$ cat src/rtl/hazard_ctrl_pkg.sv
// Shared types and opcode constants for the pipeline sequencer.
// Imported by the decoder, interface users and hazard_ctrl.
package pipe_pkg;

  localparam logic [4:0] OP_LUI    = 5'b01101;
  localparam logic [4:0] OP_AUIPC  = 5'b00101;
  localparam logic [4:0] OP_JAL    = 5'b11011;
  localparam logic [4:0] OP_JALR   = 5'b11001;
  localparam logic [4:0] OP_LOAD   = 5'b00000;
  localparam logic [4:0] OP_IMM    = 5'b00100;
  localparam logic [4:0] OP_BRANCH = 5'b11000;
  localparam logic [4:0] OP_STORE  = 5'b01000;
  localparam logic [4:0] OP_OP     = 5'b01100;

  typedef enum logic [1:0] {
    FWD_RF  = 2'b00,
    FWD_MEM = 2'b01,
    FWD_WB  = 2'b10
  } fwd_sel_e;

  typedef enum logic [1:0] {
    RUN      = 2'd0,
    LU_STALL = 2'd1,
    MEM_WAIT = 2'd2,
    REDIR    = 2'd3
  } hz_state_e;

  typedef struct packed {
    logic pc_en;
    logic ifid_en;
    logic ifid_flush;
    logic idex_flush;
    logic exmem_en;
    logic memwb_en;
  } ctl_t;

  // MEM (non-load) beats WB; x0 never forwards
  function automatic fwd_sel_e fwd_pick(
    input logic [4:0] rs,
    input logic [4:0] rd_mem,
    input logic       wr_mem,
    input logic       ld_mem,
    input logic [4:0] rd_wb,
    input logic       wr_wb
  );
    fwd_sel_e sel;
    sel = FWD_RF;
    if (rs != 5'd0 && wr_mem && !ld_mem && rd_mem == rs)
      sel = FWD_MEM;
    else if (rs != 5'd0 && wr_wb && rd_wb == rs)
      sel = FWD_WB;
    return sel;
  endfunction

endpackage

$ cat src/rtl/hazard_ctrl_if.sv
// Pipeline <-> sequencer signal bundle.
// HAZARD_PERF_EN adds the stall/flush performance counters.
interface hazard_ctrl_if;
  logic [31:0] instr_id_i;
  logic [4:0]  rd_ex_i;
  logic        regwr_ex_i;
  logic        load_ex_i;
  logic [4:0]  rd_mem_i;
  logic        regwr_mem_i;
  logic        load_mem_i;
  logic [4:0]  rd_wb_i;
  logic        regwr_wb_i;
  logic        redirect_ex_i;
  logic        mem_busy_i;
  logic        pc_en_o;
  logic        ifid_en_o;
  logic        ifid_flush_o;
  logic        idex_flush_o;
  logic        exmem_en_o;
  logic        memwb_en_o;
  logic [1:0]  fwd_a_o;
  logic [1:0]  fwd_b_o;
`ifdef HAZARD_PERF_EN
  logic [31:0] stall_cnt_o;
  logic [31:0] flush_cnt_o;

  modport master (
    output instr_id_i, rd_ex_i, regwr_ex_i,
    output load_ex_i, rd_mem_i, regwr_mem_i,
    output load_mem_i, rd_wb_i, regwr_wb_i,
    output redirect_ex_i, mem_busy_i,
    input  pc_en_o, ifid_en_o, ifid_flush_o,
    input  idex_flush_o, exmem_en_o,
    input  memwb_en_o, fwd_a_o, fwd_b_o,
    input  stall_cnt_o, flush_cnt_o
  );

  modport slave (
    input  instr_id_i, rd_ex_i, regwr_ex_i,
    input  load_ex_i, rd_mem_i, regwr_mem_i,
    input  load_mem_i, rd_wb_i, regwr_wb_i,
    input  redirect_ex_i, mem_busy_i,
    output pc_en_o, ifid_en_o, ifid_flush_o,
    output idex_flush_o, exmem_en_o,
    output memwb_en_o, fwd_a_o, fwd_b_o,
    output stall_cnt_o, flush_cnt_o
  );
`else
  modport master (
    output instr_id_i, rd_ex_i, regwr_ex_i,
    output load_ex_i, rd_mem_i, regwr_mem_i,
    output load_mem_i, rd_wb_i, regwr_wb_i,
    output redirect_ex_i, mem_busy_i,
    input  pc_en_o, ifid_en_o, ifid_flush_o,
    input  idex_flush_o, exmem_en_o,
    input  memwb_en_o, fwd_a_o, fwd_b_o
  );

  modport slave (
    input  instr_id_i, rd_ex_i, regwr_ex_i,
    input  load_ex_i, rd_mem_i, regwr_mem_i,
    input  load_mem_i, rd_wb_i, regwr_wb_i,
    input  redirect_ex_i, mem_busy_i,
    output pc_en_o, ifid_en_o, ifid_flush_o,
    output idex_flush_o, exmem_en_o,
    output memwb_en_o, fwd_a_o, fwd_b_o
  );
`endif
endinterface

$ cat src/rtl/hazard_ctrl_src_dec.sv
// Source-register use decoder for the ID instruction.
// Unknown opcodes are treated as reading rs1 only.
module hazard_src_dec
  import pipe_pkg::*;
(
  input  logic [31:0] instr,
  output logic [4:0]  rs1,
  output logic [4:0]  rs2,
  output logic        use_rs1,
  output logic        use_rs2
);

  logic [4:0] op;
  logic       unused_bits;

  assign op  = instr[6:2];
  assign rs1 = instr[19:15];
  assign rs2 = instr[24:20];

  assign unused_bits = ^{instr[31:25],
                         instr[14:7],
                         instr[1:0]};

  // classify register reads by major opcode
  always_comb begin
    use_rs1 = 1'b1;
    use_rs2 = 1'b0;
    unique case (1'b1)
      (op == OP_LUI),
      (op == OP_AUIPC),
      (op == OP_JAL): use_rs1 = 1'b0;
      (op == OP_JALR),
      (op == OP_LOAD),
      (op == OP_IMM): use_rs1 = 1'b1;
      (op == OP_BRANCH),
      (op == OP_STORE),
      (op == OP_OP): use_rs2 = 1'b1;
      default: ;
    endcase
  end

endmodule

$ cat src/rtl/hazard_ctrl.sv
// 5-stage pipeline sequencer: stalls, flushes, forwarding.
// Optional HAZARD_PERF_EN adds stall/flush cycle counters.
module hazard_ctrl
  import pipe_pkg::*;
#(
  parameter int LU_BUBBLES  = 2,
  parameter int REDIR_EXTRA = 1
) (
  input  logic         clk_i,
  input  logic         rst_i,
  hazard_ctrl_if.slave hz
);

  localparam logic [1:0] LB_INIT =
    2'(LU_BUBBLES - 1);
  localparam logic [1:0] RX_INIT =
    2'(REDIR_EXTRA);

  logic [4:0] rs1;
  logic [4:0] rs2;
  logic       use_rs1;
  logic       use_rs2;
  logic       lu;

  hz_state_e  state;
  hz_state_e  state_n;
  hz_state_e  sv_st;
  hz_state_e  sv_st_n;
  hz_state_e  eff_st;
  logic [1:0] cnt;
  logic [1:0] cnt_n;
  logic [1:0] rcnt;
  logic [1:0] rcnt_n;
  logic [1:0] sv_cnt;
  logic [1:0] sv_cnt_n;
  logic [1:0] sv_rcnt;
  logic [1:0] sv_rcnt_n;
  logic [1:0] eff_cnt;
  logic [1:0] eff_rcnt;
  logic       wake;
  ctl_t       ctl;

  hazard_src_dec u_dec (
    .instr   (hz.instr_id_i),
    .rs1     (rs1),
    .rs2     (rs2),
    .use_rs1 (use_rs1),
    .use_rs2 (use_rs2)
  );

  assign lu = hz.load_ex_i
            & hz.regwr_ex_i
            & (hz.rd_ex_i != 5'd0)
            & ((use_rs1 & (rs1 == hz.rd_ex_i))
             | (use_rs2 & (rs2 == hz.rd_ex_i)));

  assign hz.fwd_a_o = fwd_pick(rs1,
    hz.rd_mem_i, hz.regwr_mem_i, hz.load_mem_i,
    hz.rd_wb_i, hz.regwr_wb_i);
  assign hz.fwd_b_o = fwd_pick(rs2,
    hz.rd_mem_i, hz.regwr_mem_i, hz.load_mem_i,
    hz.rd_wb_i, hz.regwr_wb_i);

  // leaving MEM_WAIT acts as the saved state
  assign wake     = (state == MEM_WAIT)
                  & ~hz.mem_busy_i;
  assign eff_st   = wake ? sv_st   : state;
  assign eff_cnt  = wake ? sv_cnt  : cnt;
  assign eff_rcnt = wake ? sv_rcnt : rcnt;

  // state, counters and freeze snapshot
  always_ff @(posedge clk_i) begin
    if (rst_i) begin
      state   <= RUN;
      cnt     <= '0;
      rcnt    <= '0;
      sv_st   <= RUN;
      sv_cnt  <= '0;
      sv_rcnt <= '0;
    end else begin
      state   <= state_n;
      cnt     <= cnt_n;
      rcnt    <= rcnt_n;
      sv_st   <= sv_st_n;
      sv_cnt  <= sv_cnt_n;
      sv_rcnt <= sv_rcnt_n;
    end
  end

  // next state: busy > redirect > load-use
  always_comb begin
    state_n   = eff_st;
    cnt_n     = eff_cnt;
    rcnt_n    = eff_rcnt;
    sv_st_n   = sv_st;
    sv_cnt_n  = sv_cnt;
    sv_rcnt_n = sv_rcnt;
    if (hz.mem_busy_i) begin
      state_n = MEM_WAIT;
      cnt_n   = cnt;
      rcnt_n  = rcnt;
      if (state != MEM_WAIT) begin
        sv_st_n   = state;
        sv_cnt_n  = cnt;
        sv_rcnt_n = rcnt;
      end
    end else if (hz.redirect_ex_i) begin
      cnt_n   = '0;
      rcnt_n  = RX_INIT;
      state_n = (REDIR_EXTRA == 0) ? RUN : REDIR;
    end else begin
      unique case (eff_st)
        RUN: begin
          if (lu) begin
            cnt_n   = LB_INIT;
            state_n = (LU_BUBBLES > 1)
                    ? LU_STALL : RUN;
          end
        end
        LU_STALL: begin
          cnt_n   = (eff_cnt != 2'd0)
                  ? eff_cnt - 2'd1 : 2'd0;
          state_n = (eff_cnt <= 2'd1)
                  ? RUN : LU_STALL;
        end
        REDIR: begin
          rcnt_n  = (eff_rcnt != 2'd0)
                  ? eff_rcnt - 2'd1 : 2'd0;
          state_n = (eff_rcnt <= 2'd1)
                  ? RUN : REDIR;
        end
        default: state_n = RUN;
      endcase
    end
  end

  // stage enables and flushes
  always_comb begin
    ctl = '{pc_en: 1'b1, ifid_en: 1'b1,
            ifid_flush: 1'b0, idex_flush: 1'b0,
            exmem_en: 1'b1, memwb_en: 1'b1};
    if (hz.mem_busy_i) begin
      ctl = '0;
    end else if (hz.redirect_ex_i) begin
      ctl.ifid_flush = 1'b1;
      ctl.idex_flush = 1'b1;
    end else begin
      unique case (eff_st)
        RUN: begin
          if (lu) begin
            ctl.pc_en      = 1'b0;
            ctl.ifid_en    = 1'b0;
            ctl.idex_flush = 1'b1;
          end
        end
        LU_STALL: begin
          ctl.pc_en      = 1'b0;
          ctl.ifid_en    = 1'b0;
          ctl.idex_flush = 1'b1;
        end
        REDIR: begin
          ctl.ifid_flush = (eff_rcnt != 2'd0);
        end
        default: ;
      endcase
    end
  end

  assign hz.pc_en_o      = ctl.pc_en;
  assign hz.ifid_en_o    = ctl.ifid_en;
  assign hz.ifid_flush_o = ctl.ifid_flush;
  assign hz.idex_flush_o = ctl.idex_flush;
  assign hz.exmem_en_o   = ctl.exmem_en;
  assign hz.memwb_en_o   = ctl.memwb_en;

`ifdef HAZARD_PERF_EN
  logic [31:0] stall_cnt;
  logic [31:0] flush_cnt;

  // count stalled-PC and IF/ID-flush cycles
  always_ff @(posedge clk_i) begin
    if (rst_i) begin
      stall_cnt <= '0;
      flush_cnt <= '0;
    end else begin
      if (!ctl.pc_en)
        stall_cnt <= stall_cnt + 32'd1;
      if (ctl.ifid_flush)
        flush_cnt <= flush_cnt + 32'd1;
    end
  end

  assign hz.stall_cnt_o = stall_cnt;
  assign hz.flush_cnt_o = flush_cnt;
`endif

endmodule

$ cat src/flat_wrapper.sv
// flat-port wrapper written by rule: the top's interface ports become plain ports
module hazard_ctrl_flat import pipe_pkg::*;
#(
  parameter int LU_BUBBLES  = 2,
  parameter int REDIR_EXTRA = 1
)
  (clk_i, rst_i, hz_instr_id_i, hz_rd_ex_i, hz_regwr_ex_i, hz_load_ex_i, hz_rd_mem_i, hz_regwr_mem_i, hz_load_mem_i, hz_rd_wb_i, hz_regwr_wb_i, hz_redirect_ex_i, hz_mem_busy_i, hz_pc_en_o, hz_ifid_en_o, hz_ifid_flush_o, hz_idex_flush_o, hz_exmem_en_o, hz_memwb_en_o, hz_fwd_a_o, hz_fwd_b_o);
  hazard_ctrl_if hz_i ();
  input  logic clk_i;
  input  logic rst_i;
  input wire logic [$bits(hz_i.instr_id_i)-1:0] hz_instr_id_i;
  input wire logic [$bits(hz_i.rd_ex_i)-1:0] hz_rd_ex_i;
  input wire logic [$bits(hz_i.regwr_ex_i)-1:0] hz_regwr_ex_i;
  input wire logic [$bits(hz_i.load_ex_i)-1:0] hz_load_ex_i;
  input wire logic [$bits(hz_i.rd_mem_i)-1:0] hz_rd_mem_i;
  input wire logic [$bits(hz_i.regwr_mem_i)-1:0] hz_regwr_mem_i;
  input wire logic [$bits(hz_i.load_mem_i)-1:0] hz_load_mem_i;
  input wire logic [$bits(hz_i.rd_wb_i)-1:0] hz_rd_wb_i;
  input wire logic [$bits(hz_i.regwr_wb_i)-1:0] hz_regwr_wb_i;
  input wire logic [$bits(hz_i.redirect_ex_i)-1:0] hz_redirect_ex_i;
  input wire logic [$bits(hz_i.mem_busy_i)-1:0] hz_mem_busy_i;
  output wire logic [$bits(hz_i.pc_en_o)-1:0] hz_pc_en_o;
  output wire logic [$bits(hz_i.ifid_en_o)-1:0] hz_ifid_en_o;
  output wire logic [$bits(hz_i.ifid_flush_o)-1:0] hz_ifid_flush_o;
  output wire logic [$bits(hz_i.idex_flush_o)-1:0] hz_idex_flush_o;
  output wire logic [$bits(hz_i.exmem_en_o)-1:0] hz_exmem_en_o;
  output wire logic [$bits(hz_i.memwb_en_o)-1:0] hz_memwb_en_o;
  output wire logic [$bits(hz_i.fwd_a_o)-1:0] hz_fwd_a_o;
  output wire logic [$bits(hz_i.fwd_b_o)-1:0] hz_fwd_b_o;
  assign hz_i.instr_id_i = hz_instr_id_i;
  assign hz_i.rd_ex_i = hz_rd_ex_i;
  assign hz_i.regwr_ex_i = hz_regwr_ex_i;
  assign hz_i.load_ex_i = hz_load_ex_i;
  assign hz_i.rd_mem_i = hz_rd_mem_i;
  assign hz_i.regwr_mem_i = hz_regwr_mem_i;
  assign hz_i.load_mem_i = hz_load_mem_i;
  assign hz_i.rd_wb_i = hz_rd_wb_i;
  assign hz_i.regwr_wb_i = hz_regwr_wb_i;
  assign hz_i.redirect_ex_i = hz_redirect_ex_i;
  assign hz_i.mem_busy_i = hz_mem_busy_i;
  assign hz_pc_en_o = hz_i.pc_en_o;
  assign hz_ifid_en_o = hz_i.ifid_en_o;
  assign hz_ifid_flush_o = hz_i.ifid_flush_o;
  assign hz_idex_flush_o = hz_i.idex_flush_o;
  assign hz_exmem_en_o = hz_i.exmem_en_o;
  assign hz_memwb_en_o = hz_i.memwb_en_o;
  assign hz_fwd_a_o = hz_i.fwd_a_o;
  assign hz_fwd_b_o = hz_i.fwd_b_o;
  hazard_ctrl #(.LU_BUBBLES(LU_BUBBLES), .REDIR_EXTRA(REDIR_EXTRA)) u_core (.clk_i(clk_i), .rst_i(rst_i), .hz(hz_i));
endmodule
$ cat config.mk
export PLATFORM = sky130hd
export DESIGN_NAME = hazard_ctrl_flat
export DESIGN_NICKNAME = d
export VERILOG_FILES = /design/src/rtl/hazard_ctrl_pkg.sv /design/src/rtl/hazard_ctrl_if.sv /design/src/rtl/hazard_ctrl_src_dec.sv /design/src/rtl/hazard_ctrl.sv /design/src/flat_wrapper.sv
export SDC_FILE = /design/constraint.sdc
export NUM_CORES = 1
export LEC_CHECK = 0
export ABC_AREA = 1
export CAP_MARGIN = 20
export CORE_MARGIN = 2
export CORE_UTILIZATION = 25
export DETAILED_ROUTE_END_ITERATION = 10
export HOLD_SLACK_MARGIN = 0.05
export PLACE_DENSITY = 0.62
export RECOVER_POWER = 25
export SYNTH_ARGS = -nofsm -noshare
export SYNTH_HDL_FRONTEND = slang
export SYNTH_SLANG_ARGS = --single-unit
$ cat constraint.sdc
create_clock -name clk_i -period 2.85 [get_ports clk_i]
set_clock_uncertainty 0.1 [all_clocks]
set_input_delay 0.855 -clock clk_i [delete_from_list [all_inputs] [get_ports clk_i]]
set_output_delay 0.855 -clock clk_i [all_outputs]
set_load 0.05 [all_outputs]
==> results.sh, run 1 <==
export IMPL_postSynthAreaPerCell_um2=6.04
export IMPL_crit_chain="buf_4 > buf_4 > inv_2 > buf_4 > o22ai_1 > a211oi_2 > nand2_1 > nor2_4 > buf_12"
export IMPL_placed_cells_incl_taps=326
export IMPL_remaining_drc_errors=0
export IMPL_clk_path_buf_depth=2
export IMPL_timing_critical_path_required_ps=1900
export IMPL_synth_cells=193
export IMPL_cts_hold_buffers=0
export IMPL_grt_setup_unrepaired="yes"
export IMPL_maxClockFrequency_mhz=347
export IMPL_finalWorstPathRequiredPeriod_ps=2880
export IMPL_critical_path_peak_fanout=3
export IMPL_drive_gt1_frac=0.497
export IMPL_drt_antenna_violating_nets=0
export IMPL_die_height_um=72.3
export IMPL_grt_usage=0.161
export IMPL_clockRootBuffer="sky130_fd_sc_hd__clkbuf_8"
export IMPL_wire_per_inst_um=11.7
export IMPL_dieArea_um2=5220
export IMPL_die_width_um=72.3
export IMPL_setup_tns_ps=-92.9
export IMPL_filler_cell_count=410
export IMPL_multi_input_logic_area_um2=972
export IMPL_vias=1554
export IMPL_worst_path_most_repeated_cell="sky130_fd_sc_hd__buf_4"
export IMPL_ys_ff_latch=12
export IMPL_finish_utilization=0.531
export IMPL_violations_in_the_final_reports="setup timing"
export IMPL_number_of_nets_in_the_final_layout=344
export IMPL_max_stage_delay_ps=160
export IMPL_detailedRoute_firstPassIterationCount=4
export IMPL_floorplan_initialDensity=0.264
export IMPL_synth_area_um2=1160
export IMPL_timing_hold_ws_ps=362
export IMPL_postRouteWirelength_mm=3.96
export IMPL_drt_initial_drc_count=47
export IMPL_cts_num_sinks=12
export IMPL_worst_setup_path_end_kind="output pin"
export IMPL_gp_routability_congestion=0.815
export IMPL_cap_violations=0
export IMPL_path_class="in2out"
export IMPL_final_period_utilization=1.01
export IMPL_synth_seq_area_share=0.206
export IMPL_status="complete, but fails checks"
export IMPL_syn_num_nets=249
export IMPL_setup_ws_ps=-28.3
export IMPL_start_kind="primary input"
export IMPL_cts_max_level=1
export IMPL_timing_max_slew_rel_slack=0.755
export IMPL_grt_pass1_wl_mm=6.73
export IMPL_max_vdd_ir_drop_v=0.000290
export IMPL_syn_to_final_growth_pct=101
export IMPL_hold_path_class="reg2reg"
export IMPL_dp_final_hpwl_mm=3.15
export IMPL_drv_slew=0
export IMPL_place_ws_ps=-595
export IMPL_clock_insertion_delay_worst_skew_ps=240
export IMPL_numCtsBuffers=3
export IMPL_grt_start_max_net_pins=10
export IMPL_fp_row_count=24
export IMPL_worst_pin_slew_ps=363
export IMPL_place_port_buffers=48
export IMPL_synth_lib_cells_used_distinct=30
export IMPL_critical_path_arrival_ps=1920
export IMPL_via_count_of_the_first_global_routing_pass=1543
export IMPL_grt_remaining_overflow=0
export IMPL_yosys_warnings=0
export IMPL_finish_cell_count_without_fillers=338
export IMPL_seq_area_um2=240
export IMPL_setup_viol_count_final=5
export IMPL_core_region_area_um2=4410
export IMPL_p_leak_nw=1.10
export IMPL_slowest_stage="sky130_fd_sc_hd__a211oi_2"
export IMPL_report_final_hold_viol_count=0
export IMPL_viasPerCell=4.60
export IMPL_power_density_nw_per_um2=270
export IMPL_num_antenna_cells=0
export IMPL_initial_antenna_violation_count=0
export IMPL_tritoncts_clock_tree="built"
export IMPL_clk_pin_slew_ps=50
export IMPL_boundaryPins=66
==> registers in the layout (all words and copies together), names as in the netlist <==
register / cells
u_core.sv_rcnt: 2
u_core.sv_st: 2
u_core.state: 2
u_core.sv_cnt: 2
u_core.rcnt: 2
u_core.cnt: 2
==> metrics by stage <==
step | instance area, µm² | total power [mW]
floorplan | 1290 | 0.312
global placement | 2170 | 0.454
detailed placement | 2170 | 0.457
CTS | 2240 | 0.612
global route | 2340 | 0.670
finish | 2340 | 0.632
==> final cells by class <==
cell class,instances,share of cell area
tap,52,0.0277
timing repair buffer,94,0.370
multi-input combinational,144,0.415
sequential,12,0.102
inverter,33,0.0672
clock buffer,3,0.0176
==> logic make-up after synthesis <==
kind of cell,after synthesis,share of synthesized area
compound gates,38,0.192
flops,12,0.206
buf+inv,37,0.136
xor+xnor,16,0.120
simple gates,90,0.345
==> repair_timing <==
action | 4_1_cts | 5_1_grt
buffers inserted | 8 | 2
pin swaps | 32 | 34
setup endpoints to repair | 8 | 8
resized for setup | 137 | 56
==> synth_stat cells (all sizes together) <==
master,n,area (µm²)
nand2,50,188
inv,33,129
nor2,17,73.8
a21oi,16,83.8
nand3,13,82.6
o21ai,13,68.8
dfxtp,12,240
xnor2,8,70.1
xor2,8,70.1
nor3,4,20.0
a211oi,3,22.5
buf,3,26.3
nand4,3,18.8
nor4,2,12.5
o211ai,2,15.0
o22ai,2,12.5
a2111oi,1,15.0
a31oi,1,6.26
and2,1,6.26
clkbuf,1,3.75
==> layer usage <==
layer  wire length [µm]  GRT usage  part of all wire  up-vias
met5                  0          0                 0        -
met4                 53     0.0314             0.013        0
met3                192     0.0306             0.048        8
met2               1970      0.276              0.50       42
met1               1750      0.210              0.44      693
li1                   -          -                 -      811
==> power breakdown <==
group          internal [mW]  switching [mW]
registers              0.176         0.00687
logic                  0.148           0.145
clock network         0.0932          0.0626
==> placed cells by master, fill, tap and decap left out, types with 5 or more instances in the layout <==
| cell | n |
|---|---|
| sky130_fd_sc_hd__o21ai_0 | 5 |
| sky130_fd_sc_hd__buf_2 | 12 |
| sky130_fd_sc_hd__xor2_1 | 7 |
| sky130_fd_sc_hd__o21ai_1 | 5 |
| sky130_fd_sc_hd__inv_2 | 11 |
| sky130_fd_sc_hd__nand2_1 | 42 |
| sky130_fd_sc_hd__buf_4 | 46 |
| sky130_fd_sc_hd__buf_12 | 11 |
| sky130_fd_sc_hd__clkbuf_2 | 6 |
| sky130_fd_sc_hd__inv_1 | 18 |
| sky130_fd_sc_hd__a21oi_1 | 11 |
| sky130_fd_sc_hd__dfxtp_1 | 12 |
| sky130_fd_sc_hd__buf_6 | 9 |
| sky130_fd_sc_hd__nor2_1 | 13 |
| sky130_fd_sc_hd__nand3_1 | 9 |
| sky130_fd_sc_hd__nand2_2 | 6 |
==> path summary, 6_finish.rpt <==
check / cells past startpoint / end / from / slack, ps
worst max-delay path: 9 / hz_fwd_b_o[1] / hz_instr_id_i[24] / -30
worst min-delay path: 2 / u_core.sv_rcnt[1]$_SDFFE_PP0P_ / u_core.sv_rcnt[1]$_SDFFE_PP0P_ / 360
worst max register to register: 10 / u_core.cnt[0]$_SDFFE_PP0N_ / u_core.state[1]$_SDFF_PP0_ / 830
worst min register to register: 2 / u_core.sv_rcnt[1]$_SDFFE_PP0P_ / u_core.sv_rcnt[1]$_SDFFE_PP0P_ / 360
==> worst max-delay path, delay by kind of cell <==
| kind | cells | cell delay [ps] |
|---|---|---|
| compound gates | 2 | 250 |
| simple gates | 2 | 240 |
| buf+inv | 5 | 570 |
Note: power is estimated with default switching activity, not from simulation.
==> inputs of run 2 (changes only) <==
--- a/config.mk
+++ b/config.mk
@@ -7,7 +7,6 @@
 export LEC_CHECK = 0
 export ABC_AREA = 1
 export CAP_MARGIN = 20
-export CORE_MARGIN = 2
 export CORE_UTILIZATION = 25
 export DETAILED_ROUTE_END_ITERATION = 10
 export HOLD_SLACK_MARGIN = 0.05
==> run 2 against run 1 <==
  * The run still ends with setup timing left
  * Die area decreased by 5.5%
  * Utilization up 2.0 points
  * Setup slack worse by 18 ps
  * First-iteration DRC count decreased by 23%
  * Routed wire length grew 1.2%
  * Critical path depth is 1 lower
  * Cell area increased by 3.7%
  * Sequential cell count unchanged
  * Global-route usage is 0.41 points higher
  * Critical path type unchanged
  * Critical endpoint is now hz_idex_flush_o
==> results.sh, run 2 (synthesis gave the netlist of run 1 again) <==
export IMPL_report_final_hold_viol_count=0
export IMPL_power_share_clock=0.238
export IMPL_finalWorstPathRequiredPeriod_ps=2900
export IMPL_cts_hold_buffers=0
export IMPL_grt_remaining_overflow=0
export IMPL_filler_cell_count=403
export IMPL_boundaryPins=66
export IMPL_cts_max_level=1
export IMPL_number_of_nets_in_the_final_layout=348
export IMPL_slowest_stage="sky130_fd_sc_hd__clkdlybuf4s50_1"
export IMPL_vias=1569
export IMPL_grt_usage=0.165
export IMPL_final_period_utilization=1.02
export IMPL_start_kind="primary input"
export IMPL_remaining_drc_errors=0
export IMPL_gp_routability_congestion=0.835
export IMPL_timing_max_slew_rel_slack=0.723
export IMPL_multi_input_logic_area_um2=1010
export IMPL_worst_setup_path_end_kind="output pin"
export IMPL_drive_gt1_frac=0.503
export IMPL_maxClockFrequency_mhz=345
export IMPL_fp_row_count=24
export IMPL_cts_num_sinks=12
export IMPL_violations_in_the_final_reports="setup timing"
export IMPL_via_count_of_the_first_global_routing_pass=1496
export IMPL_setup_viol_count_final=5
export IMPL_numCtsBuffers=3
export IMPL_status="complete, but fails checks"
export IMPL_switching_power_mw=0.220
export IMPL_power_density_nw_per_um2=267
export IMPL_seq_area_um2=240
export IMPL_setup_tns_ps=-109
export IMPL_cp_num_buf_inv=3
export IMPL_place_port_buffers=48
export IMPL_grt_setup_unrepaired="yes"
export IMPL_syn_to_final_growth_pct=109
export IMPL_core_region_area_um2=4410
export IMPL_drv_slew=0
export IMPL_final_cell_area_um2=2430
export IMPL_clk_path_buf_depth=2
export IMPL_p_leak_nw=1.12
export IMPL_mostFrequentLayoutCell="sky130_fd_sc_hd__buf_4"
export IMPL_drt_initial_drc_count=36
export IMPL_critPathTopFamily="buffers and inverters"
export IMPL_postRouteWirelength_mm=4.01
export IMPL_die_height_um=70.3
export IMPL_dp_final_hpwl_mm=3.03
export IMPL_worst_pin_slew_ps=416
export IMPL_cap_violations=0
export IMPL_critical_path_peak_fanout=3
export IMPL_power_share_sequential=0.284
export IMPL_p_sw_frac=0.339
export IMPL_viasPerCell=4.57
export IMPL_critical_path_arrival_ps=1940
export IMPL_die_width_um=70.3
export IMPL_grt_start_max_net_pins=10
export IMPL_tritoncts_clock_tree="built"
export IMPL_power_combinational_fraction=0.478
export IMPL_detailedRoute_firstPassIterationCount=4
export IMPL_final_cell_mix="45 x sky130_fd_sc_hd__buf_4, 42 x sky130_fd_sc_hd__nand2_1, 18 x sky130_fd_sc_hd__inv_1, 15 x sky130_fd_sc_hd__buf_6, 12 x sky130_fd_sc_hd__dfxtp_1"
export IMPL_wire_per_inst_um=11.7
export IMPL_crit_chain="clkdlybuf4s50_1 > nand3_2 > nor2_4 > nand2_2 > nand2_4 > o21ai_4 > inv_4 > buf_12"
export IMPL_setup_ws_ps=-46.0
export IMPL_reg2reg_setup_slack_ps=800
export IMPL_grt_pass1_wl_mm=6.66
export IMPL_dieArea_um2=4940
export IMPL_floorplan_initialDensity=0.264
export IMPL_initial_antenna_violation_count=0
export IMPL_drt_antenna_violating_nets=0
export IMPL_clock_insertion_delay_worst_skew_ps=240
export IMPL_placed_cell_area_um2=2160
export IMPL_power_report_internal_total_mw=0.428
export IMPL_max_stage_delay_ps=470
export IMPL_path_class="in2out"
export IMPL_clockRootBuffer="sky130_fd_sc_hd__clkbuf_8"
export IMPL_timing_critical_path_required_ps=1900
export IMPL_hold_path_class="reg2reg"
export IMPL_clk_pin_slew_ps=50
export IMPL_max_vdd_ir_drop_v=0.000305
run 2: path summary, 6_finish.rpt:
| kind | start | to | cells after the start |
|---|---|---|---|
| setup / recovery | hz_regwr_ex_i | hz_idex_flush_o | 8 |
| setup reg to reg | u_core.state[1]$_SDFF_PP0_ | u_core.cnt[0]$_SDFFE_PP0N_ | 10 |
| hold reg to reg | u_core.sv_rcnt[1]$_SDFFE_PP0P_ | u_core.sv_rcnt[1]$_SDFFE_PP0P_ | 2 |
| hold / removal | u_core.sv_rcnt[1]$_SDFFE_PP0P_ | u_core.sv_rcnt[1]$_SDFFE_PP0P_ | 2 |
run 2: area by class of cell:
type                       instances  area share
antenna                            1     0.00103
clock buffer                       3      0.0170
inverter                          33      0.0638
multi-input combinational        144       0.415
sequential                        12      0.0988
tap                               52      0.0267
timing repair buffer              98       0.378
run 2: through the flow:
stage          power (mW)  hold slack (ps)  instances  utilization  worst slack [ps]
6_report            0.648              355        343        0.551             -46.0
2_1_floorplan       0.312              324        193            -              -273
3_3_place_gp        0.452              346        325        0.490              -579
5_1_grt             0.681              395        342        0.550              -113
3_5_place_dp        0.454              349        325        0.490              -559
4_1_cts             0.618              358        337        0.518              -167
run 2: power groups by stage:
stage	registers, mW	logic [mW]	clock network, mW
floorplan	0.185	0.127	0
global placement	0.186	0.266	0
detailed placement	0.187	0.267	0
CTS	0.183	0.280	0.155
global route	0.185	0.334	0.162
finish	0.184	0.310	0.155
run 2: worst min-delay path, cell delays in order, from the launching register on:
cell and delay (ps):
sky130_fd_sc_hd__dfxtp_1 290, sky130_fd_sc_hd__inv_1 60, sky130_fd_sc_hd__a21oi_1 60
run 2: what timing repair did:
item	4_1_cts	5_1_grt
setup endpoints to repair	8	8
pin swaps	29	31
gates resized for setup	140	65
setup buffers	9	6
run 2: metal layers:
layer  routed length [µm]  share of wire  global-route usage  vias to the layer above
met5                    0              0                   0                        -
met4                   29         0.0072              0.0133                        0
met3                  234          0.058              0.0346                        6
met2                 1900           0.47               0.278                       45
met1                 1850           0.46               0.224                      698
li1                     -              -                   -                      820
==> inputs of run 3 (changes only) <==
--- a/config.mk
+++ b/config.mk
@@ -10,8 +10,8 @@
 export CORE_UTILIZATION = 25
 export DETAILED_ROUTE_END_ITERATION = 10
 export HOLD_SLACK_MARGIN = 0.05
-export PLACE_DENSITY = 0.62
 export RECOVER_POWER = 25
+export SKIP_LAST_GASP = 1
 export SYNTH_ARGS = -nofsm -noshare
 export SYNTH_HDL_FRONTEND = slang
 export SYNTH_SLANG_ARGS = --single-unit
==> constraint.sdc (replaced) <==
create_clock -name clk_i -period 2.85 [get_ports clk_i]
set_clock_uncertainty 0.1 [all_clocks]
set_input_delay 0.855 -clock clk_i [delete_from_list [all_inputs] [get_ports clk_i]]
set_output_delay 0.855 -clock clk_i [all_outputs]
set_load 0.01 [all_outputs]
==> run 3 against run 2 <==
  * The flow now finishes without violations
  * Clock power is essentially flat
  * First-iteration DRC count up 130%
  * Power is 12% lower
  * Via count fell by 1.7%
  * Setup slack improved by 78 ps
  * Register-to-register slack better by 200 ps
  * Count of clock-buffer cells in the layout is the same
  * Critical path type unchanged
  * Largest cell class unchanged
  * Highest routed layer unchanged
==> results.sh, run 3 (synthesis gave the netlist of run 1 again) <==
export IMPL_boundaryPins=66
export IMPL_remaining_drc_errors=0
export IMPL_p_leak_nw=0.999
export IMPL_timing_critical_path_required_ps=1900
export IMPL_final_cell_mix="44 x sky130_fd_sc_hd__buf_4, 41 x sky130_fd_sc_hd__nand2_1, 25 x sky130_fd_sc_hd__buf_2, 20 x sky130_fd_sc_hd__inv_1, 14 x sky130_fd_sc_hd__nor2_1"
export IMPL_clk_path_buf_depth=2
export IMPL_timing_hold_ws_ps=344
export IMPL_final_period_utilization=0.989
export IMPL_grt_setup_unrepaired="yes"
export IMPL_finalWorstPathRequiredPeriod_ps=2820
export IMPL_fp_row_count=24
export IMPL_clk_pin_slew_ps=50
export IMPL_filler_cell_count=460
export IMPL_power_density_nw_per_um2=278
export IMPL_grt_usage=0.167
export IMPL_crit_end="hz_idex_flush_o"
export IMPL_grt_start_max_net_pins=10
export IMPL_die_height_um=70.3
export IMPL_rr_startpoint="u_core.state[1]$_SDFF_PP0_"
export IMPL_detailedRoute_firstPassIterationCount=4
export IMPL_cp_num_buf_inv=5
export IMPL_multi_input_logic_area_um2=892
export IMPL_num_antenna_cells=0
export IMPL_critPathTopFamily="buffers and inverters"
export IMPL_max_stage_delay_ps=190
export IMPL_timing_critical_path_from="hz_mem_busy_i"
export IMPL_reg2reg_setup_slack_ps=1000
export IMPL_slowest_stage="sky130_fd_sc_hd__o21ai_4"
export IMPL_drt_antenna_violating_nets=0
export IMPL_grt_pass1_wl_mm=6.69
export IMPL_report_final_hold_viol_count=0
export IMPL_number_of_nets_in_the_final_layout=341
export IMPL_drv_slew=0
export IMPL_cap_violations=0
export IMPL_drive_gt1_frac=0.456
export IMPL_syn_to_final_growth_pct=75.9
export IMPL_maxClockFrequency_mhz=355
export IMPL_hold_path_class="reg2reg"
export IMPL_grt_remaining_overflow=0
export IMPL_path_class="in2out"
export IMPL_final_cell_area_um2=2050
export IMPL_gp_routability_congestion=0.821
export IMPL_reg2regPathDepth=8
export IMPL_start_kind="primary input"
export IMPL_holdPathStages=2
export IMPL_dieArea_um2=4940
export IMPL_mostFrequentLayoutCell="sky130_fd_sc_hd__buf_4"
export IMPL_worst_setup_path_end_kind="output pin"
export IMPL_worst_pin_slew_ps=404
export IMPL_place_port_buffers=48
export IMPL_drt_initial_drc_count=81
export IMPL_viasPerCell=4.61
export IMPL_seq_area_um2=240
export IMPL_max_vdd_ir_drop_v=0.000162
export IMPL_die_width_um=70.3
export IMPL_timing_critical_path_depth=11
export IMPL_timing_max_slew_rel_slack=0.730
export IMPL_critical_path_arrival_ps=1860
export IMPL_setup_viol_count_final=0
export IMPL_finish_cell_count_without_fillers=335
export IMPL_cts_num_sinks=12
export IMPL_crit_chain="buf_2 > inv_6 > nand3_4 > o21ai_4 > inv_2 > nor2_4 > nand2_1 > nand2_2 > o21ai_2 > inv_1 > buf_2"
export IMPL_vias=1543
export IMPL_initial_antenna_violation_count=0
export IMPL_clock_insertion_delay_worst_skew_ps=250
export IMPL_status="complete, no violations"
export IMPL_worst_r2r_endpoint="u_core.cnt[0]$_SDFFE_PP0N_"
export IMPL_wire_per_inst_um=12.3
export IMPL_numCtsBuffers=3
export IMPL_via_count_of_the_first_global_routing_pass=1511
export IMPL_dp_final_hpwl_mm=3.07
export IMPL_clockRootBuffer="sky130_fd_sc_hd__clkbuf_8"
export IMPL_postRouteWirelength_mm=4.13
export IMPL_placed_cells_incl_taps=321
export IMPL_core_region_area_um2=4410
export IMPL_finish_utilization=0.464
export IMPL_placed_cell_area_um2=1940
export IMPL_cts_hold_buffers=0
export IMPL_critical_path_peak_fanout=4
export IMPL_worst_path_most_repeated_cell="sky130_fd_sc_hd__buf_2"
export IMPL_cts_max_level=1
export IMPL_floorplan_initialDensity=0.264
export IMPL_tritoncts_clock_tree="built"
run 3: changes by cell type in the layout (fill, tap and decap cells not counted), moves of 4 or more:
cell	before	now
sky130_fd_sc_hd__buf_2	8	25
sky130_fd_sc_hd__buf_12	11	1
sky130_fd_sc_hd__buf_6	15	6
sky130_fd_sc_hd__clkbuf_2	7	3
sky130_fd_sc_hd__nand2_2	5	9
run 3: worst min-delay path by stage:
stage                                         from                        endpoint
finish               u_core.sv_cnt[0]$_SDFFE_PP0P_   u_core.sv_cnt[0]$_SDFFE_PP0P_
global route         u_core.sv_cnt[0]$_SDFFE_PP0P_   u_core.sv_cnt[0]$_SDFFE_PP0P_
CTS                  u_core.sv_cnt[0]$_SDFFE_PP0P_   u_core.sv_cnt[0]$_SDFFE_PP0P_
detailed placement   u_core.sv_cnt[0]$_SDFFE_PP0P_   u_core.sv_cnt[0]$_SDFFE_PP0P_
global placement    u_core.sv_rcnt[1]$_SDFFE_PP0P_  u_core.sv_rcnt[1]$_SDFFE_PP0P_
floorplan            u_core.sv_cnt[0]$_SDFFE_PP0P_   u_core.sv_cnt[0]$_SDFFE_PP0P_
run 3: area by class of cell:
| cell class | count | share of cell area |
|---|---|---|
| Inverter | 33 | 0.0629 |
| Clock buffer | 3 | 0.0201 |
| Timing Repair Buffer | 91 | 0.333 |
| Multi-Input combinational cell | 144 | 0.435 |
| Sequential cell | 12 | 0.117 |
| Tap cell | 52 | 0.0317 |
run 3: layer usage:
metal,track usage,wire length [µm],vias to the layer above
li1,-,-,801
met1,0.212,1950,715
met2,0.307,2060,25
met3,0.0173,102,2
met4,0.0267,17,0
met5,0,0,-
run 3: per-stage QoR:
step / TNS, ps / setup slack [ps] / power [mW]
final: 0 / 31.6 / 0.570
after CTS: -16.2 / -8.42 / 0.559
after global placement: -6780 / -861 / 0.402
after detailed placement: -6670 / -856 / 0.403
after global routing: -310 / -77.5 / 0.601
after floorplan: 0 / 20.9 / 0.276
run 3: power by group:
group          leakage [nW]  switching (mW)  internal (mW)
logic                 0.879           0.113          0.118
clock network        0.0216          0.0635         0.0932
registers            0.0984         0.00625          0.177
run 3: tightest hold or removal path: stages, from the launching register on:
cell,delay (ps)
sky130_fd_sc_hd__dfxtp_1,290
sky130_fd_sc_hd__inv_1,50
sky130_fd_sc_hd__a21oi_1,50
run 3: timing repair:
item                       4_1_cts  5_1_grt
setup endpoints to repair       10        9
pin swaps                       29       23
resized for setup              166       42
setup buffers                   11        2
